==> config.mk <==
export PLATFORM = sky130hd
export DESIGN_NAME = io_port_responder
export DESIGN_NICKNAME = d
export VERILOG_FILES = /design/src/rtl/io_resp_pkg.sv /design/src/rtl/io_resp_fifo.sv /design/src/rtl/io_port_responder.sv
export SDC_FILE = /design/constraint.sdc
export NUM_CORES = 1
export LEC_CHECK = 0
export BUFFER_PORTS_ARGS = -buffer_cell sky130_fd_sc_hd__buf_2
export CAP_MARGIN = 20
export CORE_ASPECT_RATIO = 1.4
export CORE_MARGIN = 5
export CORE_UTILIZATION = 25
export CTS_CLUSTER_DIAMETER = 150
export DETAILED_ROUTE_END_ITERATION = 16
export HOLD_SLACK_MARGIN = 0.1
export PLACE_DENSITY = 0.41
export RECOVER_POWER = 50
export SYNTH_ARGS = -nofsm -noshare
export SYNTH_HDL_FRONTEND = slang
export SYNTH_SLANG_ARGS = --single-unit
export TNS_END_PERCENT = 5
==> constraint.sdc <==
create_clock -name clk -period 2.85 [get_ports clk]
set_input_delay 0.1425 -clock clk [delete_from_list [all_inputs] [get_ports clk]]
set_output_delay 0.1425 -clock clk [all_outputs]
set_load 0.02 [all_outputs]
==> src/rtl/io_resp_pkg.sv <==
// Shared widths and the tagged FIFO word for the CPU I/O port responder.
package io_resp_pkg;
    localparam int DATA_W = 8;
    localparam int PORT_W = 2;
    localparam int NPORTS = 4;

    typedef struct packed {
        logic [PORT_W-1:0] port;
        logic [DATA_W-1:0] data;
    } tagged_byte_t;

    // Index of the lowest set bit; zero when none is set.
    function automatic logic [PORT_W-1:0] lowest_set(input logic [NPORTS-1:0] v);
        lowest_set = '0;
        for (int i = NPORTS - 1; i >= 0; i--) begin
            if (v[i]) lowest_set = PORT_W'(i);
        end
    endfunction
endpackage

==> src/rtl/io_resp_fifo.sv <==
// Synchronous FIFO of tagged bytes with extra-bit pointer wrap; head is driven from
// registered storage only, so pop has no combinational path to the head word.
module io_resp_fifo
    import io_resp_pkg::*;
#(
    parameter int FIFO_DEPTH = 8
) (
    input  logic         clk,
    input  logic         reset,
    input  logic         push,
    input  tagged_byte_t push_data,
    input  logic         pop,
    output tagged_byte_t head,
    output logic         full,
    output logic         empty
);
    localparam int AW = $clog2(FIFO_DEPTH);

    tagged_byte_t   mem [FIFO_DEPTH];
    logic [AW:0]    wr_ptr_reg;
    logic [AW:0]    rd_ptr_reg;
    logic           push_ok;
    logic           pop_ok;

    assign empty   = (wr_ptr_reg == rd_ptr_reg);
    assign full    = (wr_ptr_reg[AW] != rd_ptr_reg[AW]) &&
                     (wr_ptr_reg[AW-1:0] == rd_ptr_reg[AW-1:0]);
    // A full FIFO still accepts a push when the head leaves on the same edge.
    assign push_ok = push && (!full || pop);
    assign pop_ok  = pop && !empty;
    assign head    = empty ? '0 : mem[rd_ptr_reg[AW-1:0]];

    always_ff @(posedge clk) begin
        if (push_ok) mem[wr_ptr_reg[AW-1:0]] <= push_data;
    end

    always_ff @(posedge clk) begin
        if (reset) begin
            wr_ptr_reg <= '0;
            rd_ptr_reg <= '0;
        end else begin
            if (push_ok) wr_ptr_reg <= wr_ptr_reg + {{AW{1'b0}}, 1'b1};
            if (pop_ok)  rd_ptr_reg <= rd_ptr_reg + {{AW{1'b0}}, 1'b1};
        end
    end
endmodule

==> src/rtl/io_port_responder.sv <==
// CPU strobed I/O port responder: output capture into a tagged FIFO, per-port input
// holding registers. Define IO_RESP_HOLD_EN to keep the last byte visible after consume.
module io_port_responder
    import io_resp_pkg::*;
#(
    parameter int FIFO_DEPTH = 8
) (
    input  logic              clk,
    input  logic              reset,
    input  logic [DATA_W-1:0] out_port_0,
    input  logic [DATA_W-1:0] out_port_1,
    input  logic [DATA_W-1:0] out_port_2,
    input  logic [DATA_W-1:0] out_port_3,
    input  logic [NPORTS-1:0] out_strobe,
    output logic [DATA_W-1:0] in_port_0,
    output logic [DATA_W-1:0] in_port_1,
    output logic [DATA_W-1:0] in_port_2,
    output logic [DATA_W-1:0] in_port_3,
    input  logic [NPORTS-1:0] in_strobe,
    output logic              tx_valid,
    input  logic              tx_ready,
    output logic [DATA_W-1:0] tx_data,
    output logic [PORT_W-1:0] tx_port,
    input  logic              rx_valid,
    output logic              rx_ready,
    input  logic [DATA_W-1:0] rx_data,
    input  logic [PORT_W-1:0] rx_port,
    output logic              overflow
);
    logic [NPORTS-1:0] os_q_reg;
    logic [NPORTS-1:0] is_q_reg;
    logic              armed_reg;
    logic [NPORTS-1:0] out_event;
    logic [NPORTS-1:0] in_event;
    logic              multi_event;
    logic [PORT_W-1:0] cap_port;
    tagged_byte_t      push_word;
    tagged_byte_t      head;
    logic              fifo_full;
    logic              fifo_empty;
    logic              pop;
    logic              overflow_reg;

    logic [DATA_W-1:0] out_port_arr  [NPORTS];
    logic [DATA_W-1:0] in_port_arr   [NPORTS];
    logic [DATA_W-1:0] hold_data_reg [NPORTS];
    logic              hold_v_reg    [NPORTS];
    logic              load_v        [NPORTS];

    assign out_port_arr[0] = out_port_0;
    assign out_port_arr[1] = out_port_1;
    assign out_port_arr[2] = out_port_2;
    assign out_port_arr[3] = out_port_3;
    assign in_port_0 = in_port_arr[0];
    assign in_port_1 = in_port_arr[1];
    assign in_port_2 = in_port_arr[2];
    assign in_port_3 = in_port_arr[3];

    // The detectors restart idle-high but need one settled sample before they may
    // report, so a strobe already low when reset releases is not taken as an edge.
    always_ff @(posedge clk) begin
        if (reset) begin
            os_q_reg  <= '1;
            is_q_reg  <= '1;
            armed_reg <= 1'b0;
        end else begin
            os_q_reg  <= out_strobe;
            is_q_reg  <= in_strobe;
            armed_reg <= 1'b1;
        end
    end

    assign out_event   = armed_reg ? (~out_strobe & os_q_reg) : '0;
    assign in_event    = armed_reg ? (~in_strobe & is_q_reg) : '0;
    assign multi_event = |(out_event & (out_event - NPORTS'(1)));
    assign cap_port    = lowest_set(out_event);
    assign push_word   = '{port: cap_port, data: out_port_arr[cap_port]};
    assign pop         = tx_valid && tx_ready;

    io_resp_fifo #(.FIFO_DEPTH(FIFO_DEPTH)) u_fifo (
        .clk       (clk),
        .reset     (reset),
        .push      (|out_event),
        .push_data (push_word),
        .pop       (pop),
        .head      (head),
        .full      (fifo_full),
        .empty     (fifo_empty)
    );

    assign tx_valid = !fifo_empty;
    assign tx_data  = head.data;
    assign tx_port  = head.port;

    always_ff @(posedge clk) begin
        if (reset) overflow_reg <= 1'b0;
        else if (multi_event || ((|out_event) && fifo_full && !pop)) overflow_reg <= 1'b1;
    end
    assign overflow = overflow_reg;

    assign rx_ready = !hold_v_reg[rx_port] || in_event[rx_port];

    generate
        for (genvar gi = 0; gi < NPORTS; gi++) begin : g_hold
            assign load_v[gi] = rx_valid && rx_ready && (rx_port == PORT_W'(gi));

            // Load beats consume when both land on the same edge.
            always_ff @(posedge clk) begin
                if (reset) begin
                    hold_v_reg[gi]    <= 1'b0;
                    hold_data_reg[gi] <= '0;
                end else if (load_v[gi]) begin
                    hold_v_reg[gi]    <= 1'b1;
                    hold_data_reg[gi] <= rx_data;
                end else if (in_event[gi]) begin
                    hold_v_reg[gi]    <= 1'b0;
                end
            end

`ifdef IO_RESP_HOLD_EN
            assign in_port_arr[gi] = hold_data_reg[gi];
`else
            assign in_port_arr[gi] = hold_v_reg[gi] ? hold_data_reg[gi] : '0;
`endif
        end
    endgenerate
endmodule

# == Yosys cells after proc, flatten, opt, wreduce, memory -nomap -nowiden ==
# Memories as Yosys holds them, arrays and structs flattened. A register that Yosys moved wholly into a read port is not among the register bits.
# Cells that the tools add are included.
# totals
input_bits,54
latch_bits,0
rom_bits,0
memories,3
output_inout_bits,45
regBits,18
elab_cells,122
ram_bits,116
# op_classes
n_reduce_logical,21
add_sub_neg,3
shifts,0
n_lt_le_gt_ge,2
n_bitwise,18
div_mod_pow,0
n_mul,0
muxes,63
eq_ne,6
# mem_list
memory,words,width,rd,rd_clocked_by_memory_dff,write_ports,line_no,rtl
u_fifo.mem,8,10,1,1,1,io_resp_fifo.sv:19,tagged_byte_t mem [FIFO_DEPTH];
hold_data_reg,4,8,4,0,4,io_port_responder.sv:46,logic [DATA_W-1:0] hold_data_reg [NPORTS];
hold_v_reg,4,1,5,0,4,io_port_responder.sv:47,logic hold_v_reg [NPORTS];
# ops
op,n
$mux W8,10
$mux W1,42
$bmux W8 S2,1
$and A4 B4 Y4,3
$or A1 B1 Y1,12
$logic_and A1 B1 Y1,11
$mux W10,1
$add A4 B1 Y4 const B,2
$mux W2,4
$mux W4,2
$not A4 Y4,2
$reduce_or A4 Y1,2
$mux W3,2
$eq A2 B2 Y1 const B,2
$eq A4 B4 Y1,1
$logic_not A1 Y1,4
$sub A4 B1 Y4 const B,1
$eq A3 B3 Y1,1
$ge A3 B3 Y1 const B,1
$logic_or A1 B1 Y1,3
$lt A2 B3 Y1 const B,1
$not A2 Y3,1
$bmux W1 S2,1
$eq A2 B1 Y1 const B,1
2 further kinds,2

# == Depth between registers and ports, before layout ==
# depth
depth_word,13
ltp_mapped,6
ltp_nobuf,4

# == Modules after synthesis ==
# From an unflattened synthesis, not the netlist that was laid out.
# unflattened
hier_cells,436
area_unflattened_um2,6208.5
# modules_own_cells
module,cells_per_inst,seq_area_each_um2,area_each_um2,n_inst
io_resp_fifo,198,2622.5,3686.0,1
io_port_responder,238,1281.2,2522.4,1

# == Worst setup path before layout ==
# No wires, ideal clock.
# synth_timing
path_kind,register to register
startpoint,register u_fifo.wr_ptr_reg[1]
endpoint,memory u_fifo.mem[4][0] (netlist bit) (enable)
arrival_time_ns,2.130
path_slack_ns,0.316
setup_time_ns,0.404
synth_period_minus_slack_ns,2.534
path_stages_with_launch,6
cell_sequence,dfxtp_1 buf_2 xor2_2 nor3_2 a21oi_2 nor4bb_1
# synth_via
elab_chain_len,7
elab_cells_between_ends,10
# synth_lines
item,line_no,rtl
start: declaration,io_resp_fifo.sv:20,logic [AW:0] wr_ptr_reg;
start signal: assignment,io_resp_fifo.sv:42,"if (push_ok) wr_ptr_reg <= wr_ptr_reg + {{AW{1'b0}}, 1'b1};"
$eq A4 B4 Y1 / $eq A3 B3 Y1 (equally long branches),"io_resp_fifo.sv:25, io_resp_fifo.sv:27",
$logic_not A1 Y1 / $logic_and A1 B1 Y1 (equally long branches),"io_port_responder.sv:91, io_resp_fifo.sv:26",
$logic_and A1 B1 Y1 / $logic_not A1 Y1 (equally long branches),"io_port_responder.sv:78, io_resp_fifo.sv:29",
$logic_or A1 B1 Y1,io_resp_fifo.sv:29,assign push_ok = push && (!full || pop);
$logic_and A1 B1 Y1,io_resp_fifo.sv:29,
$mux W1,io_resp_fifo.sv:34,if (push_ok) mem[wr_ptr_reg[AW-1:0]] <= push_data;
$mux W1 (implied by the code),io_resp_fifo.sv:34,
end: declaration,io_resp_fifo.sv:19,
# Several ways; a longest one is shown, not always the timed one.

# == Final worst setup path ==
# layout_timing
startpoint,register u_fifo.wr_ptr_reg[0]
endpoint,output port tx_port[1]
# layout_via
elab_chain_len,2
# layout_lines
item,line_no,rtl
$eq A4 B4 Y1,io_resp_fifo.sv:25,assign empty = (wr_ptr_reg == rd_ptr_reg);
$mux W10,io_resp_fifo.sv:31,assign head = empty ? '0 : mem[rd_ptr_reg[AW-1:0]];
end: declaration,io_port_responder.sv:23,"output logic [PORT_W-1:0] tx_port,"
# Every way passes these cells.

==> metrics.md <==
| Metric | Value |
|---|---|
| Status | finished, final reports clean |
| Simple-gate share of the synthesized area | 13.7% |
| HPWL after detailed placement | 10600 um |
| Unrepaired setup endpoints after global routing | false |
| Die Wd | 142 um |
| Async S/R FF share, synth | 0% |
| Adder-cell share of the synthesized area | 0.413% |
| Worst EP arrival | 2.25 ns |
| Distinct cells, synth | 53 |
| Top Family by Delay on Critical Path | simple AND/OR/NAND/NOR gates |
| Cts bufs inserted | 17 |
| Final min period | 2.39 ns |
| Syn Std Cell Area | 6060 um2 |
| Final nets | 572 |
| Crit path max fanout | 12 |
| Predominant post-synthesis flop cell | edfxtp_1 |
| Post-cts gate resize count | 0 |
| GP Congestion | 0.757 |
| WP data required | 2.71 ns |
| # setup viols final | 0 |
| Core ar. | 23900 um2 |
| Residual DRC count | 0 |
| Post-Syn Nets | 448 |
| Synth Area in Compound Gates | 4.13% |
| Most common cell in the synthesized netlist | edfxtp_1 |
| Sequential fraction of the synthesis area | 64.4% |
| Worst-Skew Late Latency | 0.42 ns |
| Post-synthesis mux area share | 13.9% |
| Top cells by count, synth | edfxtp_1, and2_1, mux2i_1, and3_1, dfxtp_1 |
| Placement Rows | 67 |
| NetSw | 1390 uW |
| Worst Reg2Reg Path Length in Cells | 5 |
| Vias | 3644 |
| Critical Path Sink Type | output port |
| Number of flip-flops in the largest register | 80 |
| WHS Path Cells | 2 |
| Largest net degree at the start of global routing | 37 |
| IO Pins | 99 |
| Cell taking the most area after synthesis | edfxtp_1 |
| Worst Min Path Start | rx_data[3] |
| Number of flops mapped to enable cells by yosys | 116 |
| Worst-Margin Slew | 1.12 ns |
| Initial antenna violation count | 0 |
| Initial Utilization | 25.4% |
| Hold WC Path Type | input port to flop |
| Slowest CP cell | dfxtp_1 |
| Clock Skew | 0.00604 ns |
| Relative slew slack | 25.6% |
| Die Area | 27500 um2 |
| Sum Neg Setup Slack | 0 ns |
| Cts-stage hold buffer count | 12 |
| Flops & latches, synth | 137 |
| # diodes | 0 |
| Final wirelength | 14800 um |
| Crit path launch type | flop |
| Clk slew on worst S/H paths | 0.06 ns |
| Final Max Tran Viols | 0 |
| Top cells by area, synth | edfxtp_1, mux4_2, dfxtp_1, mux2i_1, and2_1 |
| Wire per inst | 17.7 um |
| Reg2reg start | u_fifo.wr_ptr_reg[1] |
| Crit Path Class | flop to output port |
| Sw Ratio | 25.8% |
| Share of cells above drive strength 1 | 30.2% |
| Reg-to-reg endpoint | u_fifo.wr_ptr_reg[3] |
| Fmax | 0.418 GHz |
| P_leak | 0.00292 uW |
| Hold Fails Final Rpt | 0 |
| Clock Sinks | 137 |
| Max VDD drop | 0.378 mV |
| Max-cap check violation count | 0 |
| H-tree levels | 4 |
| Clk pwr share | 41.6% |
| Number of global-route vias before repair | 3950 |
| PortBufs | 98 |
| Via density | 4.34 |
| Cells after synthesis | 392 |
| Largest family of logic cells by synthesized area | multiplexers |
| Final total power | 5380 uW |
| Avg Inst Size Synth | 15.5 um2 |
| CP Buf/Inv Count | 2 |
| Max incr delay on CP | 0.54 ns |
| Height of the die | 194 um |
| Area Growth Syn to Fin | 24.8% |
| CTS root buffer | clkbuf_16 |
| Ys Warns | 0 |
| Pwr dens | 712 nW/um2 |
| Sequential share of power | 43.1% |
| R2R Setup Slk | 0.46 ns |
| DRC violation total after the first TritonRoute iteration | 158 |
| Global-route wire length before repair | 22700 um |
| Hold Crit Endpoint | hold_data_reg[1][3] |
| Gr usage total | 11.0% |
| Final Cycle Share | 83.9% |
| Post-synthesis xor/xnor area fraction | 0.970% |
| Comb pwr share | 15.3% |
| CTS tree | yes |
| Postcts setup bufs | 0 |
| Crit-path cells | xor2_1 -> nor4_1 -> buf_4 -> nor2_1 -> buf_2 |
| Final ANT Viol Nets | 0 |
| Maximum clock path buffer count | 2 |
| P_int | 3990 uW |
| Congestion Overflow GR | 0 |
| Area share of the leading cell type in the synthesized netlist | 57.5% |
| Pre-Repair DR Iteration Count | 4 |
==> layout make-up <==
| type | instances | area [um2] |
|---|---|---|
| fill | 2410 | 16300 |
| sequential | 137 | 3900 |
| multi-input combinational | 229 | 1960 |
| timing repair buffer | 125 | 679 |
| clock buffer | 18 | 429 |
| tap | 310 | 388 |
| clock inverter | 14 | 173 |
| inverter | 6 | 22.5 |
==> placed cells by master (no fill, tap or decap), types with 6 or more instances in the layout <==
cell / n
edfxtp_1: 116
buf_2: 77
mux2i_1: 36
and3_1: 34
clkbuf_1: 26
and2_0: 23
dfxtp_1: 21
mux4_2: 20
nor2_1: 18
clkbuf_16: 17
and2_1: 13
dlygate4sd3_1: 12
or2_2: 9
buf_4: 9
nor2b_1: 8
o21ai_0: 7
inv_1: 6
==> stage by stage <==
| step | instance area [um2] | utilization, % | hold slack (ns) | instances | setup slack, ns |
|---|---|---|---|---|---|
| final | 7560 | 31.6 | 0.145 | 839 | 0.458 |
| after global routing | 7560 | 31.6 | 0.125 | 839 | 0.191 |
| after CTS | 7670 | 32.1 | 0.110 | 839 | 0.452 |
| after detailed placement | 6950 | 29.1 | 0.346 | 795 | 0.492 |
| after global placement | 6950 | 29.1 | 0.341 | 795 | 0.563 |
| after floorplan | 6060 | - | 0.249 | 392 | 0.316 |
==> logic make-up (layout without fill, tap and decap cells) <==
| kind of cell | count (synthesis) | count (layout) |
|---|---|---|
| flops | 137 | 137 |
| simple gates | 134 | 134 |
| mux | 59 | 59 |
| compound gates | 29 | 29 |
| buf+inv | 26 | 163 |
| xor+xnor | 5 | 5 |
| fa+ha+maj | 2 | 2 |
==> routing by layer <==
| layer | vias up | global-route usage [%] | wire (um) |
|---|---|---|---|
| met5 | - | 0 | 0 |
| met1 | 1776 | 11.6 | 5740 |
| li1 | 1749 | - | - |
| met4 | 0 | 3.63 | 199 |
| met2 | 105 | 20.5 | 8050 |
| met3 | 14 | 3.53 | 843 |
==> power by group through the flow <==
stage | Sequential (uW) | Combinational (uW) | Clock, uW
finish | 2320 | 823 | 2240
global route | 2330 | 907 | 2400
CTS | 2320 | 880 | 2300
detailed placement | 2360 | 866 | 0
global placement | 2360 | 855 | 0
floorplan | 2340 | 565 | 0
==> how the worst max path moves through the flow <==
stage,depth (start not counted),to,startpoint
6_report,5,tx_port[1],u_fifo.wr_ptr_reg[0]
5_1_grt,4,hold_data_reg[0][0],hold_v_reg[2]
3_3_place_gp,5,u_fifo.mem[6][6],u_fifo.wr_ptr_reg[0]
4_1_cts,5,tx_port[1],u_fifo.wr_ptr_reg[0]
3_5_place_dp,5,u_fifo.mem[6][1],u_fifo.wr_ptr_reg[0]
2_1_floorplan,5,u_fifo.mem[4][0],u_fifo.wr_ptr_reg[1]
(Power assumes the default switching activity.)
